<file path="src/rtl/vga_pkg.sv">
// vga_pkg: shared framebuffer geometry, colour type and default palette.
package vga_pkg;
  localparam int H_RES = 320;
  localparam int V_RES = 180;
  localparam int FB_DEPTH = 57600;
  localparam int ADDR_W = 16;
  localparam int IDX_W = 4;
  typedef struct packed {
    logic [3:0] r;
    logic [3:0] g;
    logic [3:0] b;
  } rgb444_t;
  function automatic rgb444_t default_pal(input logic [IDX_W-1:0] i);
    return '{r: i, g: i, b: i};
  endfunction
endpackage

</file>
<file path="src/rtl/vga_palette.sv">
// vga_palette: 16x12 colour register file, one write port, async read, greyscale reset.
module vga_palette
  import vga_pkg::*;
(
  input  logic             i_clk,
  input  logic             i_rst,
  input  logic             i_we,
  input  logic [IDX_W-1:0] i_waddr,
  input  rgb444_t          i_wdata,
  input  logic [IDX_W-1:0] i_raddr,
  output rgb444_t          o_rdata
);
  rgb444_t mem [2**IDX_W];
  always_ff @(posedge i_clk or posedge i_rst)
    if (i_rst) for (int i = 0; i < 2**IDX_W; i++) mem[i] <= default_pal(IDX_W'(i));
    else if (i_we) mem[i_waddr] <= i_wdata;
  assign o_rdata = mem[i_raddr];
endmodule

</file>
<file path="src/rtl/vga_fb_reader.sv">
// vga_fb_reader: coordinate-to-address fetch, palette lookup and sync-aligned RGB output,
// with double-buffer front selection swapped only at end of active drawing.
module vga_fb_reader
  import vga_pkg::*;
(
  input  logic              i_clk,
  input  logic              i_rst,
  input  logic              i_pix_stb,
  input  logic [9:0]        i_x,
  input  logic [8:0]        i_y,
  input  logic              i_active,
  input  logic              i_hs,
  input  logic              i_vs,
  input  logic              i_animate,
  input  logic              i_swap_req,
  output logic              o_swap_ack,
  output logic              o_front,
  output logic              o_rd_en,
  output logic [ADDR_W:0]   o_rd_addr,
  input  logic [IDX_W-1:0]  i_rd_data,
  input  logic              i_pal_we,
  input  logic [IDX_W-1:0]  i_pal_addr,
  input  logic [11:0]       i_pal_data,
  output logic [3:0]        o_r,
  output logic [3:0]        o_g,
  output logic [3:0]        o_b,
  output logic              o_hs,
  output logic              o_vs
);
  logic swap, front_nxt, rd_pend;
  logic [1:0] act_d, hs_d, vs_d;
  logic [IDX_W-1:0] idx_q, idx_eff;
  logic [ADDR_W-1:0] pix_addr;
  rgb444_t pal_rd, pal_q;
  assign swap = i_pix_stb & i_animate & i_swap_req;
  assign front_nxt = o_front ^ swap;
  assign pix_addr = ADDR_W'({i_y, 8'b0}) + ADDR_W'({i_y, 6'b0}) + ADDR_W'(i_x);
  // RAM data lands the same clock a strobe may arrive, so bypass the index register then
  assign idx_eff = rd_pend ? i_rd_data : idx_q;
  vga_palette u_pal (
    .i_clk   (i_clk),
    .i_rst   (i_rst),
    .i_we    (i_pal_we),
    .i_waddr (i_pal_addr),
    .i_wdata (rgb444_t'(i_pal_data)),
    .i_raddr (idx_eff),
    .o_rdata (pal_rd)
  );
  always_ff @(posedge i_clk or posedge i_rst)
    if (i_rst) begin
      o_swap_ack <= 1'b0;
      o_front <= 1'b0;
      o_rd_en <= 1'b0;
      o_rd_addr <= '0;
      rd_pend <= 1'b0;
      idx_q <= '0;
    end else begin
      o_swap_ack <= swap;
      o_front <= front_nxt;
      o_rd_en <= i_pix_stb & i_active;
      rd_pend <= o_rd_en;
      if (rd_pend) idx_q <= i_rd_data;
      if (i_pix_stb) o_rd_addr <= {front_nxt, i_active ? pix_addr : o_rd_addr[ADDR_W-1:0]};
    end
  always_ff @(posedge i_clk or posedge i_rst)
    if (i_rst) begin
      act_d <= '0;
      hs_d <= '1;
      vs_d <= '1;
      pal_q <= '0;
      {o_r, o_g, o_b} <= '0;
      o_hs <= 1'b1;
      o_vs <= 1'b1;
    end else if (i_pix_stb) begin
      act_d <= {act_d[0], i_active};
      hs_d <= {hs_d[0], i_hs};
      vs_d <= {vs_d[0], i_vs};
      pal_q <= pal_rd;
      {o_r, o_g, o_b} <= act_d[1] ? pal_q : '0;
      o_hs <= hs_d[1];
      o_vs <= vs_d[1];
    end
endmodule

</file>
<file path="config.mk">
export PLATFORM = sky130hd
export DESIGN_NAME = vga_fb_reader
export DESIGN_NICKNAME = d
export VERILOG_FILES = /design/src/rtl/vga_pkg.sv /design/src/rtl/vga_palette.sv /design/src/rtl/vga_fb_reader.sv
export SDC_FILE = /design/constraint.sdc
export NUM_CORES = 1
export LEC_CHECK = 0
export CAP_MARGIN = 15
export CORE_MARGIN = 2
export CORE_UTILIZATION = 35
export CTS_CLUSTER_SIZE = 8
export DETAILED_ROUTE_END_ITERATION = 16
export GPL_TIMING_DRIVEN = 1
export PLACE_DENSITY_LB_ADDON = 0.12
export REMOVE_ABC_BUFFERS = 1
export SLEW_MARGIN = 10
export SYNTH_ARGS = -nofsm -noshare
export SYNTH_HDL_FRONTEND = slang
export SYNTH_SLANG_ARGS = --single-unit
</file>
<file path="constraint.sdc">
create_clock -name i_clk -period 24.3 [get_ports i_clk]
set_input_delay 4.86 -clock i_clk [delete_from_list [all_inputs] [get_ports i_clk]]
set_output_delay 4.86 -clock i_clk [all_outputs]
set_load 0.05 [all_outputs]
</file>
Word-level counts from Yosys, hierarchy flattened:

Cells that the tools add are included.

* register bits: 249
* input bits: 48
* output and inout bits: 34
* word-level logic and storage cells: 87

* add/subtract/negate cells: 2
* $lt $le $gt $ge: 3
* multiplexer cells: 8
* bitwise operators: 6
* reductions and logical operators: 2

Operator list (count)
* bitwise mux 192 bit: 1
* binary-select mux 12 bit (select 4 bit): 1
* demux 12 bit (select 4 bit): 1
* 2-to-1 mux 12 bit: 4
* adder 16 x 10 -> 16 bit: 1
* adder 16 x 15 -> 16 bit: 1
* >= comparator 5 bit, second input constant: 2
* inverter 4 -> 5 bit: 2
* < comparator 5 x 1 -> 1 bit, second input constant: 1
* 2-to-1 mux 4 bit: 1
* bitwise AND 1 bit: 3
* AND reduction 2 bit: 1
* logical AND 1 bit: 1
* XOR 1 bit: 1

Longest topological paths before layout:

Gate-level depths: netlist of the first run.

* depth after elaboration: 6
* depth in mapped cells: 9
* gate-level depth less buffers: 8

Hierarchy:

A second synthesis of the first run with hierarchy kept.

* cell total of the unflattened synthesis: 749
* area total of the unflattened synthesis: 11424.7 sq um

By module, submodules not included
* vga_palette: instances 1, cells each 539, area an instance 8841.0 sq um, sequential area each 4924.7 sq um
* vga_fb_reader: instances 1, cells each 210, area an instance 2583.7 sq um, sequential area each 1433.9 sq um

Worst setup path after synthesis of the first run:

No wires, ideal clock.

* kind: input to register
* start: in i_x[8]
* end: reg o_rd_addr[14]
* setup time: 0.129 ns
* data arrival time: 6.671 ns
* data required time: 24.171 ns
* path slack: 17.501 ns
* stages: 7
* buffers on the path: 0
* cell sequence: fa_1 -> ha_1 -> a21o_1 -> a21o_1 -> a2111oi_0 -> or4_1 -> nand3_1

* word-level cells in the longest chain between the ends: 1

Ends and longest elaborated chain
* start: declaration: line vga_fb_reader.sv:9 `input logic [9:0] i_x,`
* adder 16 x 10 -> 16 bit: line vga_fb_reader.sv:37 `assign pix_addr = ADDR_W'({i_y, 8'b0}) + ADDR_W'({i_y, 6'b0}) + ADDR_W'(i_x);`
* end signal: assignment: line vga_fb_reader.sv:63 `if (i_pix_stb) o_rd_addr <= {front_nxt, i_active ? pix_addr : o_rd_addr[ADDR_W-1:0]};`
* end: declaration: line vga_fb_reader.sv:19 `output logic [ADDR_W:0] o_rd_addr,`

Every way passes these cells.
A chain may end at the register's enable or synchronous reset.

Worst setup path in the final report of the first run:

* start: in i_rd_data[1]
* end: reg pal_q[9] (netlist name)

* word-level cells in the longest chain between the ends: 5

Ends and longest elaborated chain
* start: declaration: line vga_fb_reader.sv:20 `input logic [IDX_W-1:0] i_rd_data,`
* 2-to-1 mux 4 bit
* inverter 4 -> 5 bit (implied by the code): line vga_palette.sv:17 `assign o_rdata = mem[i_raddr];`
* binary-select mux 12 bit (select 4 bit): line vga_palette.sv:17
* 2-to-1 mux 12 bit (implied by the code) (2 in a row): line vga_palette.sv:17
* end signal: assignment: line vga_fb_reader.sv:78 `pal_q <= pal_rd;`
* end: declaration: line vga_fb_reader.sv:34 `rgb444_t pal_rd, pal_q;`

Every way passes these cells. The select of a mux whose other input is x is not followed.

==> out/results.tsv, run 1 <==
stage	metric	value	unit
global_route	first_global_vias	8025	
critical_path	critPathKind	input pin to flop	
final_layout	final_cells	1457	
routing	first_iter_violations	556	
routing	drt_pass1_iterations	6	
final_layout	drive_gt1_frac	0.3766	
floorplan	die_x	188.5	µm
pwr	p_clk_frac	0.350	
pwr	swShare	0.2884	
timing	period_minus_slack	7.427	ns
placed_design	gp_congestion	0.7219	
pwr	pwr-share-comb	0.217	
timing	worst_slew_pin_slew	1.056	ns
routing	drt-total-wl	30780	µm
global_route	grt_overflow	0	
pwr	p_per_area	96.92	nW/µm²
clock_network	ctsHoldBuffers	0	
pwr	irDropWorstVdd	0.00003760	V
yosys	synth_async_sr_flop_share	1.000	
global_route	grt_start_max_net_pins	107	
pwr	p_int	0.9788	mW
clock_network	cts_resized	0	
critical_path	endpoint_kind	flop	
floorplan	start_util	0.3552	
clock_network	cts_inserted_buffers	37	
timing	slew_violations	0	
yosys	yosysWarnings	0	
yosys	synth_top_flop_cell	dfrtp_1	
routing	routedWlPerCell	21.12	µm
floorplan	core_area	33530	µm²
clock_network	cts_sinks	249	
timing	rsz0062_at_grt	false	
placed_design	dp.cells	1390	
clock_network	post_cts_buffers	0	
yosys	synth_edf_count	0	
timing	fin_setup_tns	0	ns
placed_design	hpwlAfterDp	18600	µm
status	status	completed	
global_route	grt_antenna_before_repair	1	
timing	setup_violations	0	
yosys	synth-seq-area-share	0.5338	
final_layout	fin_util	0.4233	
final_layout	fillCellCount	3194	
clock_network	insertion_delay	0.51	ns
timing	max_freq	0.1346	GHz
yosys	syn_area	11910	µm²
min_path	worstHoldPathType	flop to flop	
pwr	p_switching	0.3968	mW
pwr	power_frac_seq	0.433	
final_layout	finalNetCount	1047	
clock_network	htree_levels	2	
clock_network	ctsRootBufferMaster	clkbuf_16	
timing	period_share	0.3056	
critical_path	required	24.67	ns
floorplan	dieArea	35520	µm²
pwr	p_leak	5.664	nW
routing	num_vias	7766	
critical_path	cp_data_arrival_time	7.80	ns
global_route	grt_pass1_wl	48850	µm
final_layout	syn2layout_area_growth	19.16	%
clock_network	cts_max_path_buffers	3	
floorplan	pin_count	82	
final_layout	diodes	0	
timing	hold_viol_final	0	
clock_network	path_clk_slew	0.05	ns
yosys	ys_ff_latch	249	
floorplan	die_h	188.5	µm
clock_network	cts_tree	built	
global_route	grt_util_all_layers	0.1775	
floorplan	fp-row-count	67	
timing	hold_ws	0.4046	ns
yosys	ys_types	61	
routing	viasPerCell	5.330	
yosys	syn_avg_cell_area	13.00	µm²
routing	ant_nets	0	
timing	relSlewSlack	0.2953	
critical_path	start_kind	input pin	
placed_design	io_buffers	81	
timing	skew	0.01494	ns
routing	route.detailed.drc	0	
job	cap_violations	0	
critical_path	critPathMaxFanout	74	
yosys	syn-instance-count	916	
-- registers in the layout (all words and copies together) (netlist names) --
register,count
act_d,2
rd_pend,1
hs_d,2
o_front,1
o_r,4
vs_d,2
o_vs,1
o_swap_ack,1
u_pal.mem,192
o_rd_addr,17
pal_q,12
idx_q,4
o_hs,1
o_g,4
o_rd_en,1
o_b,4
-- logic make-up (layout without fill, tap and decap cells) --
kind of cell	Yosys count	count (layout)	share of synthesized area
simple gates	145	145	0.06093
buf+inv	90	183	0.03288
xor+xnor	6	6	0.004413
compound gates	151	151	0.08960
fa+ha+maj	18	18	0.02080
flops	249	249	0.5338
mux	257	257	0.2576
-- stage by stage --
stage                     setup WS, ns  area (µm²)  power, mW
final                            16.87       14190      1.376
after global routing             16.65       14190      1.452
after CTS                        16.87       14190      1.395
after detailed placement         16.37       13100     0.9016
after global placement           16.49       13100     0.8971
after floorplan                  12.77       11620     0.7995
-- final timing paths --
check                             startpoint  slack [ns]  depth (start not counted)                   endpoint
max                             i_rd_data[1]       16.87                          7       pal_q[9]$_DFFE_PP0P_
min                        o_rd_en$_DFF_PP0_        0.40                          0          rd_pend$_DFF_PP0_
max reg2reg                rd_pend$_DFF_PP0_       20.86                          7       pal_q[9]$_DFFE_PP0P_
min reg2reg                o_rd_en$_DFF_PP0_        0.40                          0          rd_pend$_DFF_PP0_
max in group asynchronous              i_rst       17.89                          3  u_pal.mem[88]$_DFFE_PP0P_
min in group asynchronous              i_rst        4.91                          2  u_pal.mem[85]$_DFFE_PP0P_
-- per-layer routing --
| metal | vias up | track usage | share of wire |
|---|---|---|---|
| met4 | 0 | 0.05018 | 0.021 |
| met2 | 152 | 0.2924 | 0.48 |
| met5 | - | 0 | 0 |
| li1 | 3531 | - | - |
| met1 | 4039 | 0.2429 | 0.47 |
| met3 | 44 | 0.02775 | 0.033 |
-- synthesized netlist by cell type, types with 8 or more instances --
library cell,number,area (µm²)
nand3_1,24,120.1
inv_1,24,90.09
ha_1,15,187.7
mux2_2,198,2230
o21ai_0,32,160.2
mux2i_1,23,230.2
dfrtp_1,147,3679
a2111oi_0,18,157.7
clkbuf_1,42,157.7
a21oi_1,14,70.07
nand2_1,35,131.4
buf_2,13,65.06
nor2_1,25,93.84
o22ai_1,10,62.56
nor3_1,13,65.06
a211oi_1,25,187.7
dfstp_2,102,2680
nand2b_1,16,100.1
o211ai_1,8,60.06
mux4_2,16,360.4
mux2_1,18,202.7
-- layout by cell type, fill, tap and decap left out, types with 4 or more instances in the layout --
cell type,synthesis,final
nor2_1,25,22
mux2i_1,23,23
inv_1,24,23
dfstp_2,102,102
o21ai_0,32,32
a22oi_1,4,4
nor3b_1,4,4
buf_4,3,9
nand3_1,24,24
clkdlybuf4s50_1,0,80
mux4_2,16,16
a2111oi_0,18,18
o22ai_1,10,10
and3_1,4,4
clkbuf_16,0,39
o221ai_1,5,5
o211ai_1,8,8
a31oi_1,7,7
dfrtp_1,147,147
mux2_2,198,198
nor3_1,13,10
a211oi_1,25,25
mux2_1,18,18
nand2_1,35,35
nor2b_1,7,7
nand2b_1,16,16
or3_1,7,7
ha_1,15,15
a21oi_1,14,14
clkbuf_1,42,26
-- power groups by stage --
stage	clock, mW	combinational, mW	sequential (mW)
2_1_floorplan	0	0.176	0.623
3_3_place_gp	0	0.297	0.600
3_5_place_dp	0	0.302	0.600
4_1_cts	0.497	0.302	0.595
5_1_grt	0.518	0.327	0.608
6_report	0.482	0.299	0.595
-- worst max-delay path: stages --
cell             delay [ns]
clkdlybuf4s50_1        0.71
mux2i_4                0.33
inv_2                  0.11
buf_4                  0.76
mux4_2                 0.42
a2111oi_0              0.47
nor2_1                 0.10
-- area by class of cell --
cell class | count | area, µm² | share of cell area
timing repair buffer | 90 | 873.3 | 0.06153
tap | 448 | 560.5 | 0.03949
clock inverter | 2 | 17.52 | 0.001234
clock buffer | 65 | 1074 | 0.07563
sequential | 249 | 6359 | 0.4480
inverter | 26 | 107.6 | 0.007581
multi-input combinational | 577 | 5202 | 0.3665
No activity file was read; power rests on OpenSTA's default activity.
==> inputs of run 2 (changes only) <==
==> constraint.sdc (replaced) <==
create_clock -name i_clk -period 6.9 [get_ports i_clk]
set_input_delay 1.38 -clock i_clk [delete_from_list [all_inputs] [get_ports i_clk]]
set_output_delay 1.38 -clock i_clk [all_outputs]
set_load 0.05 [all_outputs]
==> out/results.tsv, run 2 (synthesis results as in run 1) <==
stage	metric	value	unit	change
floorplan	dieArea	35520	µm²	unchanged
critical_path	timing.rr.start	rd_pend$_DFF_PP0_		
final_layout	reg_top3	u_pal.mem: 192 flops, o_rd_addr: 17 flops, pal_q: 12 flops		
routing	ant_nets	0		unchanged
critical_path	critPathMaxStageDelay	0.70	ns	-0.06 ns
timing	period_share	0.6128		
routing	routedWlPerCell	20.82	µm	-1.5%
critical_path	endpoint_kind	flop		
routing	num_vias	7688		-1.0%
clock_network	cts_max_path_buffers	3		unchanged
clock_network	cts_sinks	249		unchanged
clock_network	ctsRootBufferMaster	clkbuf_16		
critical_path	cp.depth	7		unchanged
critical_path	cp_data_arrival_time	4.59	ns	-3.21 ns
routing	drt_pass1_iterations	4		-2
final_layout	diodes	0		unchanged
timing	relSlewSlack	0.2901		-0.005179
final_layout	final_cell_mix	mux2_2 (198), dfrtp_1 (147), dfstp_2 (102), clkdlybuf4s50_1 (80), clkbuf_16 (37)		
final_layout	stdcell_area	14150	µm²	-0.33%
timing	period_minus_slack	4.228	ns	
critical_path	critPathKind	input pin to flop		
critical_path	reg2reg_slack	3.53	ns	-17.33 ns
placed_design	gp_congestion	0.7395		+2.4%
final_layout	syn2layout_area_growth	18.77	%	
clock_network	cts_tree	built		
timing	max_freq	0.2365	GHz	
routing	drt-total-wl	30270	µm	-1.7%
global_route	grt_util_all_layers	0.1753		-0.002282
global_route	first_global_vias	8123		+1.2%
final_layout	finalNetCount	1047		unchanged
global_route	grt_antenna_before_repair	0		-1
status	status	completed		
critical_path	crit_family	buffers and inverters		
placed_design	io_buffers	81		unchanged
final_layout	largest_reg_flops	192		unchanged
clock_network	path_clk_slew	0.05	ns	about the same
critical_path	startpoint	i_rd_data[1]		
timing	skew	0.01205	ns	-0.002892 ns
timing	setup_violations	0		unchanged
clock_network	htree_levels	2		unchanged
routing	first_iter_violations	515		-7.4%
global_route	grt_start_max_net_pins	128		+20%
routing	route.detailed.drc	0		unchanged
pwr	p_per_area	337.5	nW/µm²	+250%
final_layout	fillCellCount	3191		-0.094%
floorplan	die_h	188.5	µm	unchanged
timing	slew_violations	0		unchanged
timing	fin_setup_tns	0	ns	unchanged
placed_design	hpwlAfterDp	18380	µm	-1.2%
job	cap_violations	0		unchanged
pwr	irDropWorstVdd	0.0001564	V	+320%
clock_network	insertion_delay	0.50	ns	about the same
critical_path	reg2reg_depth	7		unchanged
final_layout	fin_util	0.4219		-0.001381
clock_network	cts_inserted_buffers	37		unchanged
timing	worst_slew_pin_slew	1.063	ns	+0.007354 ns
critical_path	timing.rr.end	pal_q[6]$_DFFE_PP0P_		
min_path	worstHoldPathType	flop to flop		
clock_network	ctsHoldBuffers	0		unchanged
clock_network	post_cts_buffers	0		unchanged
pwr	power.total	4.775	mW	+250%
timing	rsz0062_at_grt	false		
pwr	p_leak	5.640	nW	-0.43%
timing	hold_viol_final	0		unchanged
global_route	grt_pass1_wl	48220	µm	-1.3%
critical_path	crit_top_cell	a2111oi_0		
final_layout	drive_gt1_frac	0.3748		-0.001859
critical_path	critPathSlowestCell	mux2i_4		
critical_path	required	7.26	ns	-17.41 ns
critical_path	start_kind	input pin		
routing	viasPerCell	5.287		-0.80%
final_layout	top_register	u_pal.mem		
floorplan	core_area	33530	µm²	unchanged
floorplan	start_util	0.3552		unchanged
clock_network	cts_resized	0		unchanged
floorplan	fp-row-count	67		unchanged
floorplan	pin_count	82		unchanged
critical_path	critPathMaxFanout	49		-34%
global_route	grt_overflow	0		unchanged
floorplan	die_x	188.5	µm	unchanged
critical_path	crit_path_end	pal_q[6]$_DFFE_PP0P_		
critical_path	worstPathCellList	clkdlybuf4s50_1 -> mux2i_4 -> inv_2 -> a211oi_1 -> a2111oi_0 -> a2111oi_0 -> nor2_1		
placed_design	placedInstanceArea	13120	µm²	about the same
final_layout	final_common_cell	mux2_2		
critical_path	critPathBufInv	2		-1
[run 2: where the power goes]
| group | internal [mW] | leakage (nW) | switching (mW) | total [mW] |
|---|---|---|---|---|
| combinational | 0.509 | 2.28 | 0.545 | 1.05 |
| clock | 0.997 | 0.491 | 0.634 | 1.63 |
| sequential | 1.89 | 2.87 | 0.198 | 2.09 |
| total | 3.40 | 5.64 | 1.38 | 4.77 |
[run 2: worst min path at each step]
stage / startpoint / slack (ns) / cells past startpoint / endpoint
CTS: o_rd_en$_DFF_PP0_ / 0.39 / 0 / rd_pend$_DFF_PP0_
global placement: o_rd_en$_DFF_PP0_ / 0.37 / 0 / rd_pend$_DFF_PP0_
global route: o_rd_en$_DFF_PP0_ / 0.40 / 0 / rd_pend$_DFF_PP0_
finish: o_rd_en$_DFF_PP0_ / 0.38 / 0 / rd_pend$_DFF_PP0_
floorplan: u_pal.mem[132]$_DFFE_PP0P_ / 0.46 / 1 / u_pal.mem[132]$_DFFE_PP0P_
detailed placement: o_rd_en$_DFF_PP0_ / 0.37 / 0 / rd_pend$_DFF_PP0_
[run 2: through the flow]
stage	worst slack, ns	instances	hold slack, ns
floorplan	-1.154	852	0.4595
global placement	2.253	1390	0.3679
detailed placement	2.161	1390	0.3743
CTS	2.680	1454	0.3901
global route	2.484	1454	0.4041
finish	2.672	1454	0.3823
[run 2: worst reg2reg max path: stages (launching register included)]
cell and delay [ns]:
dfrtp_1 0.32, buf_4 0.29, mux2i_4 0.75, inv_2 0.63, a211oi_1 0.42, a2111oi_0 0.11
a2111oi_0 0.61, nor2_1 0.10
[run 2: per-layer routing]
metal / track usage / wire (µm) / vias up / part of all wire
met5: 0 / 0 / - / 0
met4: 0.05679 / 835 / 0 / 0.028
met3: 0.03204 / 1321 / 57 / 0.044
met2: 0.2900 / 14250 / 143 / 0.47
met1: 0.2328 / 13860 / 3945 / 0.46
li1: - / - / 3543 / -
[run 2: area by class of cell]
type / count / area, µm² / area share
Clock buffer: 63 / 1023 / 0.07234
Clock inverter: 1 / 8.758 / 0.0006191
Inverter: 26 / 107.6 / 0.007606
Multi-Input combinational cell: 577 / 5202 / 0.3677
Sequential cell: 249 / 6359 / 0.4495
Tap cell: 448 / 560.5 / 0.03962
Timing Repair Buffer: 90 / 885.9 / 0.06262
